===== config.mk =====
export PLATFORM = sky130hd
export DESIGN_NAME = hack_mem_arbiter
export DESIGN_NICKNAME = d
export VERILOG_FILES = /design/src/rtl/hack_mem_pkg.sv /design/src/rtl/hack_arb_prio.sv /design/src/rtl/hack_mem_arbiter.sv
export SDC_FILE = /design/constraint.sdc
export NUM_CORES = 1
export LEC_CHECK = 0
export CORE_MARGIN = 1
export CORE_UTILIZATION = 18
export DETAILED_ROUTE_END_ITERATION = 6
export PLACE_DENSITY_LB_ADDON = 0.25
export SLEW_MARGIN = 10
export SYNTH_ARGS = -nofsm -noshare
export SYNTH_HDL_FRONTEND = slang
export SYNTH_SLANG_ARGS = --single-unit

===== constraint.sdc =====
create_clock -name clk -period 2.25 [get_ports clk]
set_input_delay 0.675 -clock clk [delete_from_list [all_inputs] [get_ports clk]]
set_output_delay 0.675 -clock clk [all_outputs]
set_load 0.01 [all_outputs]

===== src/rtl/hack_mem_pkg.sv =====
// Shared defaults, requester IDs and a width helper for the Hack data-RAM arbiter.
// Optional feature macro used by the arbiter: HACK_ARB_STARVE_GUARD_EN.
package hack_mem_pkg;

   localparam int unsigned ADDR_W_DEF = 15;
   localparam int unsigned DATA_W_DEF = 16;

   localparam int unsigned REQ_CPU_W = 0;
   localparam int unsigned REQ_CPU_R = 1;
   localparam int unsigned REQ_DMA   = 2;

   function automatic int unsigned clog2(input int unsigned n);
      int unsigned r;
      r = 0;
      while ((32'd1 << r) < n) r++;
      return r;
   endfunction

endpackage


===== src/rtl/hack_arb_prio.sv =====
// Masked lowest-index priority encoder: starved requesters win over plain ones.
// Used by hack_mem_arbiter (starvation mask is all-zero unless HACK_ARB_STARVE_GUARD_EN).
module hack_arb_prio
   import hack_mem_pkg::*;
#(
   parameter int unsigned N     = 3,
   parameter int unsigned IDX_W = clog2(N)
) (
   input  logic [N-1:0]     req_i,
   input  logic [N-1:0]     starved_i,
   output logic [N-1:0]     gnt_o,
   output logic [IDX_W-1:0] idx_o,
   output logic             valid_o
);

   logic [N-1:0] masked;
   logic [N-1:0] cand;

   always_comb begin
      masked  = req_i & starved_i;
      cand    = (|masked) ? masked : req_i;
      gnt_o   = '0;
      idx_o   = '0;
      valid_o = |cand;
      // Scan downwards so the lowest set index is the last (winning) assignment.
      for (int unsigned k = 0; k < N; k++) begin
         if (cand[N-1-k]) begin
            gnt_o          = '0;
            gnt_o[N-1-k]   = 1'b1;
            idx_o          = IDX_W'(N-1-k);
         end
      end
   end

endmodule


===== src/rtl/hack_mem_arbiter.sv =====
// Fixed-priority arbiter sharing one single-port data RAM between N_REQ masters.
// Define HACK_ARB_STARVE_GUARD_EN to enable per-requester wait counters (MAX_WAIT promotion).
module hack_mem_arbiter
   import hack_mem_pkg::*;
#(
   parameter int unsigned N_REQ    = 3,
   parameter int unsigned ADDR_W   = ADDR_W_DEF,
   parameter int unsigned DATA_W   = DATA_W_DEF,
   parameter int unsigned MAX_WAIT = 7
) (
   input  logic                      clk,
   input  logic                      rst,
   input  logic [N_REQ-1:0]          req,
   input  logic [N_REQ-1:0]          req_we,
   input  logic [N_REQ*ADDR_W-1:0]   req_addr,
   input  logic [N_REQ*DATA_W-1:0]   req_wdata,
   output logic [N_REQ-1:0]          gnt,
   output logic                      rvalid,
   output logic [clog2(N_REQ)-1:0]   rid,
   output logic [DATA_W-1:0]         rdata,
   output logic                      mem_en,
   output logic                      mem_we,
   output logic [ADDR_W-1:0]         mem_addr,
   output logic [DATA_W-1:0]         mem_wdata,
   input  logic [DATA_W-1:0]         mem_rdata
);

   localparam int unsigned ID_W = clog2(N_REQ);

   if (N_REQ < 2 || N_REQ > 8) begin : g_bad_nreq
      $error("hack_mem_arbiter: N_REQ must be 2..8");
   end
   if (MAX_WAIT < 1 || MAX_WAIT > 255) begin : g_bad_wait
      $error("hack_mem_arbiter: MAX_WAIT must be 1..255");
   end

   logic [N_REQ-1:0] req_act;
   logic [N_REQ-1:0] starved;
   logic [ID_W-1:0]  gnt_idx;
   logic             any_gnt;

   // Reset is asynchronous, so the combinational grant path must be gated too.
   assign req_act = rst ? '0 : req;

`ifdef HACK_ARB_STARVE_GUARD_EN
   logic [7:0] wait_q [N_REQ];
   logic [7:0] wait_d [N_REQ];

   always_comb begin
      for (int unsigned i = 0; i < N_REQ; i++) begin
         starved[i] = req_act[i] && (wait_q[i] >= 8'(MAX_WAIT));
         if (!req_act[i] || gnt[i]) begin
            wait_d[i] = '0;
         end else if (wait_q[i] < 8'(MAX_WAIT)) begin
            wait_d[i] = wait_q[i] + 8'd1;
         end else begin
            wait_d[i] = wait_q[i];
         end
      end
   end

   always_ff @(posedge clk or posedge rst) begin
      if (rst) begin
         for (int unsigned i = 0; i < N_REQ; i++) wait_q[i] <= '0;
      end else begin
         for (int unsigned i = 0; i < N_REQ; i++) wait_q[i] <= wait_d[i];
      end
   end
`else
   assign starved = '0;
`endif

   hack_arb_prio #(
      .N     (N_REQ),
      .IDX_W (ID_W)
   ) u_prio (
      .req_i     (req_act),
      .starved_i (starved),
      .gnt_o     (gnt),
      .idx_o     (gnt_idx),
      .valid_o   (any_gnt)
   );

   always_comb begin
      mem_en    = any_gnt;
      mem_we    = 1'b0;
      mem_addr  = '0;
      mem_wdata = '0;
      for (int unsigned i = 0; i < N_REQ; i++) begin
         if (gnt[i]) begin
            mem_we    = req_we[i];
            mem_addr  = req_addr[i*ADDR_W +: ADDR_W];
            mem_wdata = req_wdata[i*DATA_W +: DATA_W];
         end
      end
   end

   logic            pend_rd_q, pend_rd_d;
   logic [ID_W-1:0] pend_id_q, pend_id_d;

   always_comb begin
      pend_rd_d = any_gnt & ~mem_we;
      pend_id_d = pend_rd_d ? gnt_idx : pend_id_q;
   end

   always_ff @(posedge clk or posedge rst) begin
      if (rst) begin
         pend_rd_q <= 1'b0;
         pend_id_q <= '0;
      end else begin
         pend_rd_q <= pend_rd_d;
         pend_id_q <= pend_id_d;
      end
   end

   assign rvalid = pend_rd_q;
   assign rid    = pend_id_q;
   assign rdata  = mem_rdata;

endmodule


==> reports/results.tsv <==
metric	value	unit
setup_ws	-0.239	ns
overflow	0	
setup-violations-final	32	
hpwl	3750	µm
initial_core_util	18.6	%
clock-sinks	3	
min_period	2.49	ns
relSlewSlack	74.2	%
final_cell_mix	clkdlybuf4s50_1 (99), inv_1 (36), a222oi_1 (32)	
io_pins	172	
critPathKind	primary input to output pin	
stdcell_count	322	
die_y	71.9	µm
status	complete, but fails checks	
place_inst	306	
yosys.cell_types.count	18	
ys_ff_latch	3	
fmax	402	MHz
fin_worst_skew	0	ns
synthMuxAreaShare	0	%
tightest_slew	0.386	ns
antenna_found_initial	0	
antenna_cells	0	
nNetsFinal	373	
firstDrtPassIters	5	
num-fill-cells	477	
fp.coreArea	4720	µm²
routedWlPerCell	16.8	µm
synth_compound_area_share	44.2	%
synthSimpleGateAreaFrac	7.69	%
cp.required	1.57	ns
clock-root-buffer	clkbuf_8	
wl	5410	µm
areaGrowthSynthToFinish	181	%
worstPathMaxFanout	7	
violations	negative setup slack	
hold_class	flip-flop to flip-flop	
cts_buffers	3	
synth_top_family_by_area	compound AO/OA/AOI/OAI gates	
yosysWarnings	0	
route.detailed.drc	0	
crit_arrival	1.81	ns
globalRouteMet2Util	36.4	%
grtUsageMet3	6.89	%
p_per_area	269	nW/µm²
drive_above_1_share	27.8	%
cts.clk_slew.worst_paths	0.03	ns
peakVddDrop	0.150	mV
final_max_slew_viol_count	0	
end_kind	output pin	
vias_per_cell	4.81	
die_area	5160	µm²
synth_area	878	µm²
grt_max_degree	17	
place.gp.congestion	0.833	
die_width	71.9	µm
p_int	479	µW
synth_xor_area_share	0	%
grt_pass1_vias	1591	
mostFrequentLayoutCell	clkdlybuf4s50_1	
grt_pass1_wl	7780	µm
syn_avg_cell_area	7.64	µm²
finalPower	664	µW
cts_tree	done	
vias	1550	
synth_seq_area_share	8.55	%
synth_adder_area_share	0	%
ant_nets	0	
fin_crit_sh	111	%
use_met1	21.7	%
drt_iter0_drc	161	
portBuffers	139	
synth_nets	232	
worst_skew_pair.late_latency	0.21	ns
leakage	1.27	nW
maxCapViolations	0	
hold_viol	0	
rows	25	
p_sw	185	µW
switching_share	27.9	%
p_seq_share	9.5	%
pwr-share-comb	66.9	%
grt_util_all_layers	19.9	%
top_usage_layer	met2	
startpoint_type	primary input	
h-tree-depth	1	
cts_buffer_depth	2	
grt_setup_unrepaired	yes	
clkPwrFrac	23.6	%
syn_inst	115	
==> repair_timing <==
action / in CTS / in global routing
buffers inserted: 9 / 12
hold buffers: 0 / 0
gates cloned: 8 / 0
pin swaps: 27 / 16
gates resized for setup: 175 / 5
endpoints found under the setup margin: 36 / 34
==> power by group through the flow <==
stage,combinational [mW],sequential (mW),clock (mW)
3_3_place_gp,0.423,0.0636,0
3_5_place_dp,0.424,0.0641,0
5_1_grt,0.473,0.0637,0.167
2_1_floorplan,0.148,0.0664,0
4_1_cts,0.444,0.0634,0.161
6_report,0.444,0.0631,0.157
==> per-layer routing <==
metal	routed length, µm	vias to the layer above	share of wire, %
li1	-	713	-
met1	2020	727	37
met2	2780	100	51
met3	584	10	11
met4	31	0	0.57
met5	0	-	0
==> stage by stage <==
step / hold WS [ns] / setup slack, ns / util, % / instance area (µm²) / setup TNS [ns]
finish: 0.516 / -0.239 / 52.3 / 2470 / -6.69
floorplan: 0.543 / -0.0230 / - / 887 / -0.220
CTS: 0.519 / -0.237 / 52.5 / 2480 / -6.90
detailed placement: 0.514 / -1.03 / 48.2 / 2280 / -33.30
global placement: 0.513 / -1.01 / 48.2 / 2280 / -33.18
global route: 0.536 / -0.320 / 52.3 / 2470 / -8.91
==> final timing paths <==
| check | start | to | slack (ns) | cells after the start |
|---|---|---|---|---|
| setup / recovery | req[0] | mem_addr[5] | -0.24 | 6 |
| hold / removal | rid[0] | rid[0] | 0.52 | 2 |
| setup reg to reg | rid[1] | rid[1] | 1.60 | 2 |
| hold reg to reg | rid[0] | rid[0] | 0.52 | 2 |
| max in group asynchronous | rst | rid[0] | 1.55 | 3 |
| min in group asynchronous | rst | rvalid | 0.54 | 3 |
==> cells by family (layout without fill, tap and decap cells) <==
logic type             count (synthesis)  count (layout)
and+or+nand+nor                        7               7
buffers and inverters                 64             204
AOI/OAI and AO/OA                     41              41
DFF                                    3               3
==> synth_stat cells, drive strengths merged <==
cell type  number  area share, %
a211oi          1           0.86
a22o            1            1.0
nor3b           1            2.1
o31ai           2            1.7
nor4b           1            2.7
a2bb2oi         1            1.0
dfrtp           3            8.5
nor2            2           0.86
nor3            1           0.57
inv            36             15
nor2b           2            1.4
a21oi           4            3.1
buf            27             24
a222oi         32             36
clkbuf          1           0.43
==> area by class of cell <==
type                            instances  area [µm²]  area share [%]
Timing Repair Buffer                  164        1670            67.6
Multi-Input combinational cell         48         463            18.7
Inverter                               36         135            5.47
Tap cell                               67        83.8            3.39
Sequential cell                         3        75.1            3.04
Clock buffer                            4        45.0            1.82
==> worst max-delay path, cell delays in order <==
cell       delay, ns
buf_8           0.10
nor4b_4         0.42
bufbuf_16       0.34
a222oi_1        0.09
inv_1           0.06
buf_2           0.13
==> flip-flops by register name (all words and copies together) (netlist names) <==
name and cells:
rvalid 1, rid 2
Power figures use the tool's default switching activity.
